===== src/rtl/sipo_shift_reg_param.sv =====
// Serial-in/parallel-out shift register with framing, a registered valid/ready
// output stage and sticky overflow. Optional even-parity frames via SIPO_PARITY_EN.
module sipo_shift_reg_param #(
   parameter int WIDTH     = 8,
   parameter bit MSB_FIRST = 1'b1,
   localparam int CW       = $clog2(WIDTH + 1)
) (
   input  logic             clk,
   input  logic             rst_n,
   input  logic             d,
   input  logic             d_valid,
   input  logic             clr,
   output logic [WIDTH-1:0] q,
   output logic             q_valid,
   input  logic             q_ready,
   output logic [CW-1:0]    bit_cnt,
   output logic             overflow,
   output logic             parity_err
);

   logic [WIDTH-1:0] sh, sh_nxt;
   logic [WIDTH-1:0] q_nxt, word;
   logic [CW-1:0]    cnt_nxt;
   logic             qv_nxt, ovf_nxt;
   logic             complete, out_free;

`ifdef SIPO_PARITY_EN
   typedef enum logic {COLLECT, PARITY} state_t;
   state_t state, state_nxt;
   logic   perr_r, perr_nxt;
   assign parity_err = perr_r;
`else
   assign parity_err = 1'b0;
`endif

   function automatic logic [WIDTH-1:0] shift_in(input logic [WIDTH-1:0] s, input logic b);
      if (MSB_FIRST) return {s[WIDTH-2:0], b};
      else           return {b, s[WIDTH-1:1]};
   endfunction

   always_comb begin
      sh_nxt   = sh;
      cnt_nxt  = bit_cnt;
      q_nxt    = q;
      qv_nxt   = q_valid;
      ovf_nxt  = overflow;
      complete = 1'b0;
      word     = sh;
`ifdef SIPO_PARITY_EN
      state_nxt = state;
      perr_nxt  = perr_r;
`endif
      // The output register can take a word if empty or being drained this cycle.
      out_free = !q_valid || q_ready;
      if (q_valid && q_ready) qv_nxt = 1'b0;

      if (clr) begin
         sh_nxt  = '0;
         cnt_nxt = '0;
         ovf_nxt = 1'b0;
`ifdef SIPO_PARITY_EN
         state_nxt = COLLECT;
`endif
      end else if (d_valid) begin
`ifdef SIPO_PARITY_EN
         if (state == COLLECT) begin
            sh_nxt  = shift_in(sh, d);
            cnt_nxt = bit_cnt + CW'(1);
            if (bit_cnt == CW'(WIDTH - 1)) state_nxt = PARITY;
         end else begin
            complete  = 1'b1;
            word      = sh;
            cnt_nxt   = '0;
            state_nxt = COLLECT;
         end
`else
         sh_nxt = shift_in(sh, d);
         if (bit_cnt == CW'(WIDTH - 1)) begin
            complete = 1'b1;
            word     = sh_nxt;
            cnt_nxt  = '0;
         end else begin
            cnt_nxt = bit_cnt + CW'(1);
         end
`endif
      end

      if (complete) begin
         if (out_free) begin
            q_nxt  = word;
            qv_nxt = 1'b1;
`ifdef SIPO_PARITY_EN
            perr_nxt = (^word) ^ d;
`endif
         end else begin
            ovf_nxt = 1'b1;
         end
      end
   end

   always_ff @(posedge clk) begin
      if (!rst_n) begin
         sh       <= '0;
         bit_cnt  <= '0;
         q        <= '0;
         q_valid  <= 1'b0;
         overflow <= 1'b0;
      end else begin
         sh       <= sh_nxt;
         bit_cnt  <= cnt_nxt;
         q        <= q_nxt;
         q_valid  <= qv_nxt;
         overflow <= ovf_nxt;
      end
   end

`ifdef SIPO_PARITY_EN
   always_ff @(posedge clk) begin
      if (!rst_n) begin
         state  <= COLLECT;
         perr_r <= 1'b0;
      end else begin
         state  <= state_nxt;
         perr_r <= perr_nxt;
      end
   end
`endif

endmodule


===== config.mk =====
export PLATFORM = sky130hd
export DESIGN_NAME = sipo_shift_reg_param
export DESIGN_NICKNAME = d
export VERILOG_FILES = /design/src/rtl/sipo_shift_reg_param.sv
export SDC_FILE = /design/constraint.sdc
export NUM_CORES = 1
export LEC_CHECK = 0
export CORE_ASPECT_RATIO = 0.8
export CORE_UTILIZATION = 50
export CTS_CLUSTER_SIZE = 28
export DETAILED_ROUTE_END_ITERATION = 7
export PLACE_DENSITY = 0.87
export SETUP_SLACK_MARGIN = 0.3
export SLEW_MARGIN = 20
export SYNTH_ARGS = -nofsm -noshare
export SYNTH_HDL_FRONTEND = slang
export SYNTH_SLANG_ARGS = --single-unit

===== constraint.sdc =====
create_clock -name clk -period 3.6 [get_ports clk]
set_clock_uncertainty 0.2 [all_clocks]
set_input_delay 0.9 -clock clk [delete_from_list [all_inputs] [get_ports clk]]
set_output_delay 0.9 -clock clk [all_outputs]
set_load 0.03 [all_outputs]

==> impl_metrics.json <==
{
  "maximum_number_of_pins_on_one_net_before_global_route_repair": 19,
  "most-common-layout-cells": "dfxtp_1, clkdlybuf4s50_1, nand2_1, mux2i_1, nor2_1",
  "met1_usage_pct": 19.9,
  "crit_fanout": 4,
  "clock-sinks": 21,
  "final_layout_size_suffix_gt1_share_pct": 6.60,
  "post_route_antenna_net_violation_count": 0,
  "tritoncts": "built",
  "yosys.area_share.simple_pct": 20.5,
  "num_rows": 12,
  "hold_violations": 0,
  "critical_path.slowest_cell": "clkdlybuf4s50_1",
  "setup_repair_after_global_routing_missed_its_margin": "no",
  "total_clock_buffers_created_by_cts": 3,
  "fin_util_pct": 72.6,
  "mostFrequentLayoutCell": "dfxtp_1",
  "die_height_um": 38.5,
  "cp-end-kind": "primary output",
  "critical_path.top_delay_family": "buffers and inverters",
  "timing.critical_path.slowest_cell_delay_ns": 0.71,
  "deepest_clock_path_buffer_count": 2,
  "finalCritPeriodShare_pct": 70.6,
  "timing.setup.tns_ns": 0,
  "avgViaCountPerCell": 4.84,
  "synth-warning-count": 0,
  "drt_iter0_drc": 8,
  "grt-ovfl-total": 0,
  "diodes": 0,
  "layoutNonFillerInstCount": 127,
  "ys_seq_area_share_pct": 50.4,
  "first_global_vias": 550,
  "slew_headroom_pct": 65.5,
  "met3_usage_pct": 7.55,
  "crit-reg2reg-launch": "bit_cnt[0]",
  "synth-compound-area-share_pct": 1.50,
  "cts_root_buf": "clkbuf_4",
  "fp.dieW_um": 47.7,
  "post_synth_inst_count": 86,
  "worst_setup_path_start_kind": "register",
  "whs_endpoint": "overflow",
  "drt-total-wl_um": 1360,
  "dr_total_vias": 615,
  "clock_insertion_delay_worst_skew_ns": 0.30,
  "run_status": "finished, final reports clean",
  "total_power_uw": 370,
  "fill_cells": 131,
  "min_path_type": "reg -> reg",
  "cts_post_setup_buffers_inserted": 0,
  "post_synth_instance_area_um2": 835,
  "synth_area_per_cell_um2": 9.70,
  "pwr_density_cell_nw_per_um2": 347,
  "ys_seq_elements": 21,
  "p_leak_nw": 0.393,
  "synth_fp_nets": 93,
  "area_inside_the_core_boundary_um2": 1470,
  "synthArstFlopShare_pct": 0,
  "area_share_of_the_largest_cell_type_after_synthesis_pct": 50.4,
  "dpl_worst_slack_ns": 0.789,
  "final.min_clock_period_ns": 2.54,
  "synth.area.mux_share_pct": 19.2,
  "htreeDepth": 1,
  "track_usage_pct": 18.1,
  "finalSetupViolations": 0,
  "worstHoldStart": "overflow",
  "combinational_family_with_the_most_area_after_synthesis": "simple AND/OR/NAND/NOR gates",
  "placed_cell_area_um2": 1040,
  "hold-path-cell-count": 2,
  "worst-slew-pin-transition_ns": 0.516,
  "synth_ff_type": "dfxtp_1",
  "postLayoutSetupSlackWorst_ns": 1.06,
  "timing.critical_path.required_ns": 2.50,
  "reg2reg_slack_ns": 1.77,
  "vdd.ir_drop.worst_mv": 0.331,
  "crit_path_cell_trace": "clkdlybuf4s50_1",
  "top_usage_layer": "met2",
  "dpl.cell_count": 123,
  "start_util_pct": 56.7,
  "wp_buf_inv": 1,
  "wl_per_cell_um": 10.7,
  "netlist-cell-type-count": 20,
  "grt_first_pass_wirelength_um": 2230,
  "drv_slew": 0,
  "yosys.area_share.xor_xnor_pct": 3.15,
  "critPathKind": "reg -> out",
  "worstReg2RegEnd": "q[1]",
  "postCtsResizedCells": 0,
  "gp_congestion": 0.676,
  "area_growth_pct": 28.0,
  "post_synth_main_area_contributors": "dfxtp_1, mux2i_1, nand2_1",
  "synth-edff-count": 0,
  "cts-hold-fix-buffers": 0,
  "count_of_input_and_output_buffers": 19,
  "floorplan.die_area_um2": 1840,
  "synth-adder-area-share_pct": 1.50,
  "nNetsFinal": 114,
  "fin_worst_hold_slack_ns": 0.252,
  "clkTransAtPathRegs_ns": 0.11,
  "timing.fmax_ghz": 0.393,
  "number_of_detailed_route_iterations_in_the_first_pass": 4,
  "grt_antenna_before_repair": 0,
  "global_route.usage.met2_pct": 32.2,
  "layout.cell_area.non_filler_um2": 1070,
  "route.detailed.drc": 0,
  "cp_data_arrival_time_ns": 1.44,
  "cap_viol_max_count": 0,
  "worst_r2r_path_depth": 4,
  "dp_hpwl_um": 1060,
  "io-pin-count": 21,
  "synth_top_area_cell": "dfxtp_1"
}
## where the power goes
| group | leakage (nW) | total (mW) | switching (mW) | internal [mW] |
|---|---|---|---|---|
| Clock | 0.0150 | 0.111 | 0.0674 | 0.0432 |
| Combinational | 0.209 | 0.0251 | 0.0135 | 0.0116 |
| Sequential | 0.169 | 0.235 | 0.00126 | 0.234 |
| Total | 0.393 | 0.370 | 0.0821 | 0.288 |
## synth_stat cells, types with 2 or more instances
| cell | instances |
|---|---|
| xor2_1 | 2 |
| nor2_1 | 12 |
| dfxtp_1 | 21 |
| nand2_1 | 17 |
| nand2b_1 | 3 |
| mux2i_1 | 16 |
| clkbuf_1 | 2 |
## registers in the layout, indices dropped and copies added (netlist names)
name      flops
q             8
sh            7
bit_cnt       4
overflow      1
q_valid       1
## layer usage
metal | vias up | share of wire (%)
met5 | - | 0
met4 | 0 | 0
met3 | 0 | 6.6
met2 | 17 | 48
met1 | 278 | 45
li1 | 320 | -
## kinds of logic after synthesis
logic type | Yosys count
compound gates | 2
buf+inv | 6
mux | 16
other cells | 1
xor+xnor | 3
flops | 21
simple gates | 36
fa+ha+maj | 1
## worst register-to-register path: stages, from the launching register on
cell and delay [ns]:
dfxtp_1 0.42, ha_1 0.22, nand4b_2 0.18, nor3_4 0.49, mux2i_1 0.25
## worst max path at each step
stage | from | to | slack (ns) | depth (start not counted)
finish | bit_cnt[2] | bit_cnt[2] | 1.06 | 1
global route | bit_cnt[2] | bit_cnt[2] | 1.0 | 1
CTS | bit_cnt[0] | bit_cnt[0] | 1.04 | 1
detailed placement | d_valid | q[5] | 0.79 | 5
global placement | d_valid | q[1] | 0.86 | 5
floorplan | d_valid | q[0] | 1.65 | 3
## cell type report
class | count | area (um2) | area share, %
clock buffer | 4 | 26.3 | 2.46
inverter | 1 | 3.75 | 0.351
multi-input combinational | 59 | 387 | 36.2
sequential | 21 | 420 | 39.3
tap | 21 | 26.3 | 2.46
timing repair buffer | 21 | 205 | 19.2
(Power assumes the default switching activity.)
==> patch: new RTL, same flow settings <==
Put one more register stage on the output `overflow`. The value now appears one clock later. The other outputs are not delayed to match.
--- a/src/rtl/sipo_shift_reg_param.sv
+++ b/src/rtl/sipo_shift_reg_param.sv
@@ -18,4 +18,6 @@
    output logic             parity_err
 );
+
+   logic overflow_s0;
 
    logic [WIDTH-1:0] sh, sh_nxt;
@@ -44,5 +46,5 @@
       q_nxt    = q;
       qv_nxt   = q_valid;
-      ovf_nxt  = overflow;
+      ovf_nxt  = overflow_s0;
       complete = 1'b0;
       word     = sh;
@@ -105,5 +107,5 @@
          q        <= '0;
          q_valid  <= 1'b0;
-         overflow <= 1'b0;
+         overflow_s0 <= 1'b0;
       end else begin
          sh       <= sh_nxt;
@@ -111,5 +113,5 @@
          q        <= q_nxt;
          q_valid  <= qv_nxt;
-         overflow <= ovf_nxt;
+         overflow_s0 <= ovf_nxt;
       end
    end
@@ -127,4 +129,8 @@
 `endif
 
+   always_ff @(posedge clk) begin
+      overflow <= overflow_s0;
+   end
+
 endmodule
 
Function: same outputs for any inputs over 10 cycles, from zero or initial values and one cycle with rst_n low; that may be too few to reach the edited logic, so the function may still have changed.
==> patch against the original RTL <==
- design area increased by 1.5%
- synthesized area up 2.4%
- routed wire length rose by 5.7%
- setup slack worse by 0.0017 ns
- combinational power barely moved
- sequential cell count rose by 1
- power up 1.6%
- critical endpoint unchanged
- largest power group unchanged
==> patch: results (changes against the original RTL) <==
cts bufs inserted = 3 (unchanged)
post-synthesis xor/xnor area fraction = 3.075% (was 3.148%)
NumNets Final = 115 (was 114)
Leakage = 0.4003 nW (was 0.3934 nW)
Adder-Cell Fraction of Synth Area = 1.464% (was 1.499%)
share of cells above drive strength 1 = 6.604% (unchanged)
Post-synth ARST share = 0% (unchanged)
top cells by area, synth = dfxtp_1 52%, mux2i_1 19%, nand2_1 7.5% (was dfxtp_1 50%, mux2i_1 19%, nand2_1 7.6%)
DR vias = 632 (was 615)
PostCTS Resize Cnt = 0 (unchanged)
complex-gate fraction of the synthesized area = 1.464% (was 1.499%)
Buffers on Ports = 19 (unchanged)
status = complete, no violations (unchanged)
wire length of the first global-routing pass = 2201 um (was 2228 um)
Yosys warnings = 0 (unchanged)
Iter 0 DRT Violations = 19 (was 8)
clock latency on the worst-skew pair = 0.30 ns (about the same)
peak supply drop = 0.3710 mV (was 0.3311 mV)
mux share of post-synthesis cell area = 18.74% (was 19.19%)
Ant. Diodes = 0 (unchanged)
Hold Crit Class = reg2reg (unchanged)
GP Congestion = 0.6571 (was 0.6764)
Total Wirelength = 1432 um (was 1355 um)
sw power = 0.08124 mW (was 0.08211 mW)
worst stage delay on the critical path = 0.70 ns
H-tree levels = 1 (unchanged)
top cells by count, synth = 22 x dfxtp_1, 17 x nand2_1, 16 x mux2i_1 (was 21 x dfxtp_1, 17 x nand2_1, 16 x mux2i_1)
syn nets = 94 (was 93)
root buffer cell = clkbuf_4 (unchanged)
CP arrival = 1.44 ns (about the same)
vias in the first global route = 515 (was 550)
Slowest cell on crit path = clkdlybuf4s50_1 (unchanged)
sequential cell area fraction in the yosys report = 51.54% (was 50.37%)
GRT Total Usage = 18.16% (was 18.15%)
DR pass1 iterations = 4 (unchanged)
## patch: final timing paths
kind	from	to	slack [ns]	depth (start not counted)
worst max-delay path	bit_cnt[2]	bit_cnt[2]	1.06	1
worst min-delay path	overflow_s0	overflow	0.16	0
worst max register to register	bit_cnt[0]	q[5]	1.78	4
worst min register to register	overflow_s0	overflow	0.16	0
## patch: power groups by stage
stage | registers, mW | logic [mW] | clock network [mW]
final | 0.246 | 0.0252 | 0.106
after detailed placement | 0.251 | 0.0254 | 0
after CTS | 0.246 | 0.0255 | 0.111
after global placement | 0.251 | 0.0250 | 0
after floorplan | 0.253 | 0.0140 | 0
after global routing | 0.246 | 0.0278 | 0.118
## patch: cell families after synthesis
logic type               count (synthesis)
multiplexers                            16
XOR/XNOR                                 3
buffers and inverters                    6
flip-flops                              22
other                                    1
adder cells (fa/ha/maj)                  1
AND/OR/NAND/NOR                         36
AO/OA/AOI/OAI                            2
## patch: cell type report
class / instances / area (um^2)
fill: 107 / 401.6
inverter: 1 / 3.754
clock buffer: 3 / 22.52
multi-input combinational: 59 / 386.6
sequential: 22 / 440.4
timing repair buffer: 21 / 205.2
tap: 21 / 26.28
## patch: stage by stage
stage          std cells  worst slack [ns]  area (um^2)
6_report             127             1.055         1085
5_1_grt              127            0.9960         1085
4_1_cts              127             1.036         1085
3_5_place_dp         124            0.7914         1062
3_3_place_gp         124            0.8645         1062
2_1_floorplan         87             1.653        854.6
## patch: per-layer routing
layer | vias to the layer above | routed length [um] | part of all wire [%] | GRT usage [%]
li1 | 322 | - | - | -
met4 | 0 | 34 | 2.4 | 9.028
met1 | 286 | 619 | 43 | 20.53
met3 | 4 | 84 | 5.9 | 8.411
met2 | 20 | 694 | 48 | 28.33
met5 | - | 0 | 0 | 0
